### src/rtl/reg_file_pg.sv
// Parametrised register file: two combinational read ports, one write port, hardware clear
// sequencer, PC-keyed duplicate-write guard. Define RF_ZERO_REG_EN to hardwire entry 0 to zero.
module reg_file_pg #(
  parameter int unsigned DW     = 8,
  parameter int unsigned AW     = 4,
  parameter int unsigned PCW    = 12,
  parameter int unsigned BYPASS = 0
) (
  input  logic           clk,
  input  logic           reset_n,
  input  logic           wr_en,
  input  logic [AW-1:0]  wr_addr,
  input  logic [DW-1:0]  dat_in,
  input  logic [PCW-1:0] prog_ctr,
  input  logic [AW-1:0]  rd_addrA,
  input  logic [AW-1:0]  rd_addrB,
  output logic [DW-1:0]  datA_out,
  output logic [DW-1:0]  datB_out,
  output logic           busy,
  output logic           wr_ack
);

  localparam int unsigned Depth   = 2 ** AW;
  localparam logic [AW:0] LastIdx = (AW + 1)'(Depth - 1);

  typedef enum logic {StClear, StRun} state_e;

  state_e         state_q, state_d;
  logic [AW:0]    clr_ptr_q, clr_ptr_d;
  logic           wr_ack_q, wr_ack_d;
  logic           pc_valid_q, pc_valid_d;
  logic [PCW-1:0] last_pc_q, last_pc_d;
  logic [DW-1:0]  mem_q [Depth];

  logic run, dup, accept, store;

  assign run    = (state_q == StRun);
  assign dup    = pc_valid_q && (prog_ctr == last_pc_q);
  assign accept = run && wr_en && !dup;

`ifdef RF_ZERO_REG_EN
  // Writes to entry 0 still count as accepted (ack, guard) but never reach storage.
  assign store = accept && (wr_addr != '0);
`else
  assign store = accept;
`endif

  always_comb begin
    state_d    = state_q;
    clr_ptr_d  = clr_ptr_q;
    wr_ack_d   = 1'b0;
    pc_valid_d = pc_valid_q;
    last_pc_d  = last_pc_q;
    unique case (state_q)
      StClear: begin
        clr_ptr_d = clr_ptr_q + 1'b1;
        if (clr_ptr_q == LastIdx) state_d = StRun;
      end
      StRun: begin
        if (accept) begin
          wr_ack_d   = 1'b1;
          pc_valid_d = 1'b1;
          last_pc_d  = prog_ctr;
        end
      end
    endcase
  end

  always_ff @(posedge clk) begin
    if (!reset_n) begin
      state_q    <= StClear;
      clr_ptr_q  <= '0;
      wr_ack_q   <= 1'b0;
      pc_valid_q <= 1'b0;
      last_pc_q  <= '0;
    end else begin
      state_q    <= state_d;
      clr_ptr_q  <= clr_ptr_d;
      wr_ack_q   <= wr_ack_d;
      pc_valid_q <= pc_valid_d;
      last_pc_q  <= last_pc_d;
    end
  end

  // Storage has no reset of its own; the clear sequencer zeroes it one entry per cycle.
  always_ff @(posedge clk) begin
    if (reset_n) begin
      if (state_q == StClear) begin
        mem_q[clr_ptr_q[AW-1:0]] <= '0;
      end else if (store) begin
        mem_q[wr_addr] <= dat_in;
      end
    end
  end

  function automatic logic [DW-1:0] read_port(input logic [AW-1:0] addr);
    logic [DW-1:0] data;
    data = '0;
    if (run) begin
      data = mem_q[addr];
      if ((BYPASS != 0) && accept && (wr_addr == addr)) data = dat_in;
`ifdef RF_ZERO_REG_EN
      if (addr == '0) data = '0;
`endif
    end
    return data;
  endfunction

  always_comb begin
    datA_out = read_port(rd_addrA);
    datB_out = read_port(rd_addrB);
  end

  assign busy   = (state_q == StClear);
  assign wr_ack = wr_ack_q;

endmodule

### config.mk
export PLATFORM = sky130hd
export DESIGN_NAME = reg_file_pg
export DESIGN_NICKNAME = d
export VERILOG_FILES = /design/src/rtl/reg_file_pg.sv
export SDC_FILE = /design/constraint.sdc
export NUM_CORES = 1
export LEC_CHECK = 0
export ABC_AREA = 1
export CAP_MARGIN = 20
export CORE_AREA = 3 3 97 168
export DETAILED_ROUTE_END_ITERATION = 10
export DIE_AREA = 0 0 100 171
export HOLD_SLACK_MARGIN = 0.15
export PLACE_DENSITY = 0.72
export SKIP_CTS_REPAIR_TIMING = 1
export SYNTH_ARGS = -nofsm -noshare
export SYNTH_HDL_FRONTEND = slang
export SYNTH_SLANG_ARGS = --single-unit
### constraint.sdc
create_clock -name clk -period 3.9 [get_ports clk]
set_clock_uncertainty 0.05 [all_clocks]
set_input_delay 0.585 -clock clk [delete_from_list [all_inputs] [get_ports clk]]
set_output_delay 0.585 -clock clk [all_outputs]
set_load 0.05 [all_outputs]
---- After elaboration in Yosys (flattened, before gate mapping) ----
Memories as Yosys holds them, arrays and structs flattened.
Cells that the tools add are included.
cells by class
  bitwise gates (word level) .............. 1
  multiplexer cells ....................... 14
  reduce and logical (&&, ||, !) cells .... 6
  equal/unequal tests ..................... 2
  shift operators ......................... 0
  $mul .................................... 0
  div/mod/pow operators ................... 0
  $add $sub $neg .......................... 1
  order comparisons ....................... 0
operators with widths
  operator                                       number
  two-way mux 8 bit                              3
  == test 12 bit                                 1
  two-way mux 1 bit                              10
  OR reduction 8 bit                             1
  adder 5 x 1 -> 5 bit, second input constant    1
  == test 5 x 4 -> 1 bit, second input constant  1
  two-way mux 4 bit                              1
  logical AND 1 bit                              3
  AND reduction 2 bit                            1
  logical NOT 1 bit                              1
  NOT 1 bit                                      1
word-level totals
  register bits after elaboration ......... 20
  memories kept ........................... 1
  memory bits (read-only) ................. 0
  output and inout port bits .............. 18
  latch bits .............................. 0
  logic and storage cells ................. 30
  input port bits ......................... 35
  bits in writable memories ............... 128
memories
  name   words  bits a word  rd ports  clocked after memory_dff  write ports  line  text
  mem_q  16     8            2         0                         1            33    logic [DW-1:0] mem_q [Depth];

---- Depth between registers and ports, before layout ----
  depth in word-level cells ............... 10
  depth in mapped cells ................... 13
  gate-level depth less buffers ........... 13

---- Least setup slack after synthesis ----
OpenSTA, ideal clock, no wires.
  kind .................................... input port to output port
  start ................................... input rd_addrA[0]
  end ..................................... output datA_out[3]
  setup slack ............................. 1089 ps
  data required time ...................... 3265 ps
  path buffers ............................ 3
  stages on the path ...................... 7
  arrival time ............................ 2176 ps
  cell sequence ........................... buf_2 buf_2 buf_2 o211ai_1 nand3_1 nand3_1 a21oi_1
between the ends
  cells in the longest elaborated chain, start to end .. 2
RTL lines
  item                 line  text
  start, declared      15    input logic [AW-1:0] rd_addrA,
  memory (16 x 8 bit)  --
  two-way mux 8 bit    99    if (run) begin
  end, declared        17    output logic [DW-1:0] datA_out,
No other way between the ends.

---- Final worst setup path ----
  start ................................... input rd_addrA[0]
  end ..................................... output datA_out[7]
The elaborated chain is that of the path after synthesis.

==> flow_summary.ini <==
[synth]
synth.cell_area_um2 = 7486
ys_async_sr_fraction_pct = 0
yosys_warnings = 0
netlist_instances = 820
synth.distinct_cells = 29
yosysTopAreaCell = edfxtp_1
synth.top_cell.area_share_pct = 51.35
synth_seq_cells = 148
post-synth-top-count-cell = o21ai_0
synth_edf_count = 128
synth_fp_nets = 857
ys_top_cells_by_count = o21ai_0, edfxtp_1, a21oi_1, inv_1, nand2_1
synth_ff_type = edfxtp_1
synth_seq_area_share_pct = 56.69
synth_area_per_cell_um2 = 9.129
synth_area_leaders = edfxtp_1, o21ai_0, a21oi_1

[placed_design]
place_ws_ns = 0.7285
dpl.cell_count = 1033
numPortBuffers = 52
place_congestion = 0.9697
place_hpwl_mm = 14.35

[floorplanning]
die_x_um = 100
start_util_pct = 49.95
ioPinCount = 53
core.rowCount = 59
die_h_um = 171
coreArea_um2 = 14990
dieArea_um2 = 17100

[clock_network]
clock-root-buffer = clkbuf_16
cts_sinks = 148
cts_buffers = 17
clkTransAtPathRegs_ns = 0.06
clockBufferDepth = 2
clock_latency_ns = 0.42
cts_tree = yes
cts-htree-levels = 4

[routing]
ant_nets = 0
drc_errors = 0
wl_mm = 20.48
via_count = 6277
wl_per_cell_um = 19.23
via_per_inst = 5.894
drt_pass1_iterations = 7
drt_iter0_drc = 708

[timing]
fin_crit_sh_pct = 83.61
setup_viol = 0
rsz0062_at_grt = no
worst_slack_ns = 0.6391
timing.fmax_ghz = 0.3067
fin_tns_setup_ns = 0
drv_slew = 0
tightest_slew_ns = 0.7930
period_needed_ns = 3.261
final_hold_viol_count = 0
max-slew-margin-rel_pct = 47.13

[finish]
n_antenna_cell = 0
post-route-util_pct = 59.71
final-instance-count-excl-fill = 1065
final_nets = 906
area_growth_pct = 19.52
regArea_um2 = 4244
fillerInstances = 1247
drive_gt1_share_pct = 12.13
multi_input_area_um2 = 2621

[worst_setup_path]
cp_data_arrival_time_ns = 2.63
setup.worst_path.start_class = input pin
path_max_fanout = 43
path_class = in2out
ff2ff_setup_slack_ns = 1.47
cp.required_ns = 3.26
cp-end-kind = output port

[grt]
grt_use_total_pct = 24.55
grt_pass1_vias = 6040
grt_pass1_wl_mm = 31.67
grt_max_degree = 80
grt-ovfl-total = 0
antenna_found_initial = 0

[job]
maxCapViolCount = 0

[power_and_ir_drop]
total_power_mw = 3.575
irDropWorstVdd_uv = 312.5
pwr_density_cell_nw_per_um2 = 399.5
leakagePower_nw = 3.400

[status]
status = finished, final reports clean

[hold_path]
hp-class = reg2reg
-- cells in the final DEF (no fill, tap or decap), types with 2 or more instances in the layout --
cell type and instances:
o21ai_0 143, edfxtp_1 128, a21oi_1 113, inv_1 94, nand2_1 66, nor2_1 62
nand3_1 53, o211ai_1 45, buf_4 34, clkdlybuf4s50_1 32, dfxtp_1 20, clkbuf_16 17
buf_12 16, nand2_2 6, nor3_1 5, clkinv_4 5, clkinv_1 4, inv_2 4
o21ai_2 4, nand4_1 4, nand3_2 4, buf_2 4, clkinv_2 3, clkinvlp_4 3
nor2_2 2, ha_1 2, inv_6 2
-- sequential cells by signal, indices dropped and copies added, names as in the netlist --
signal / flops
mem_q: 128
last_pc_q: 12
clr_ptr_q: 5
pc_valid_q: 1
run: 1
wr_ack: 1
-- cells by family (layout without fill, tap and decap cells) --
| logic type | count (synthesis) | in the layout | synth area share, % |
|---|---|---|---|
| compound gates | 306 | 306 | 22.18 |
| simple gates | 206 | 206 | 12.39 |
| buf+inv | 157 | 219 | 8.290 |
| flops | 148 | 148 | 56.69 |
| fa+ha+maj | 2 | 2 | 0.3342 |
| xor+xnor | 1 | 1 | 0.1170 |
-- per-layer routing --
metal / global-route usage, % / vias to the layer above / routed length (um)
met2: 42.80 / 337 / 10680
li1: - / 2972 / -
met1: 27.02 / 2884 / 7088
met4: 17.42 / 0 / 1407
met5: 0 / - / 0
met3: 3.509 / 84 / 1309
-- report_power, final --
| group | switching, mW | total [mW] | internal, mW |
|---|---|---|---|
| logic | 0.209 | 0.321 | 0.113 |
| registers | 0.00774 | 1.72 | 1.71 |
| clock network | 0.653 | 1.53 | 0.878 |
| total | 0.869 | 3.57 | 2.71 |
-- path summary, 6_finish.rpt --
path,cells past startpoint,to,start
worst max-delay path,8,datA_out[7],rd_addrA[0]
worst min-delay path,2,last_pc_q[3],last_pc_q[3]
worst max register to register,12,mem_q[15][6],last_pc_q[11]
worst min register to register,2,last_pc_q[3],last_pc_q[3]
-- area by class of cell --
cell class,instances,area share [%]
clock buffer,17,4.755
tap,183,2.559
inverter,101,4.237
multi-input combinational,515,29.30
timing repair buffer,86,10.24
sequential,148,47.43
clock inverter,15,1.482
-- critical path, stage by stage --
cell and delay, ns:
buf_2 0.59, clkinv_1 0.20, buf_4 0.26, nor2_1 0.10, o21ai_0 0.20, o211ai_1 0.33
a21oi_1 0.16, buf_12 0.18
-- per-stage QoR --
stage / hold WS (ns) / area [um^2]
detailed placement: 0.4041 / 8389
global placement: 0.3941 / 8389
CTS: 0.4132 / 8947
finish: 0.4067 / 8947
floorplan: 0.3864 / 7486
global route: 0.4307 / 8947
Power figures use the tool's default switching activity.
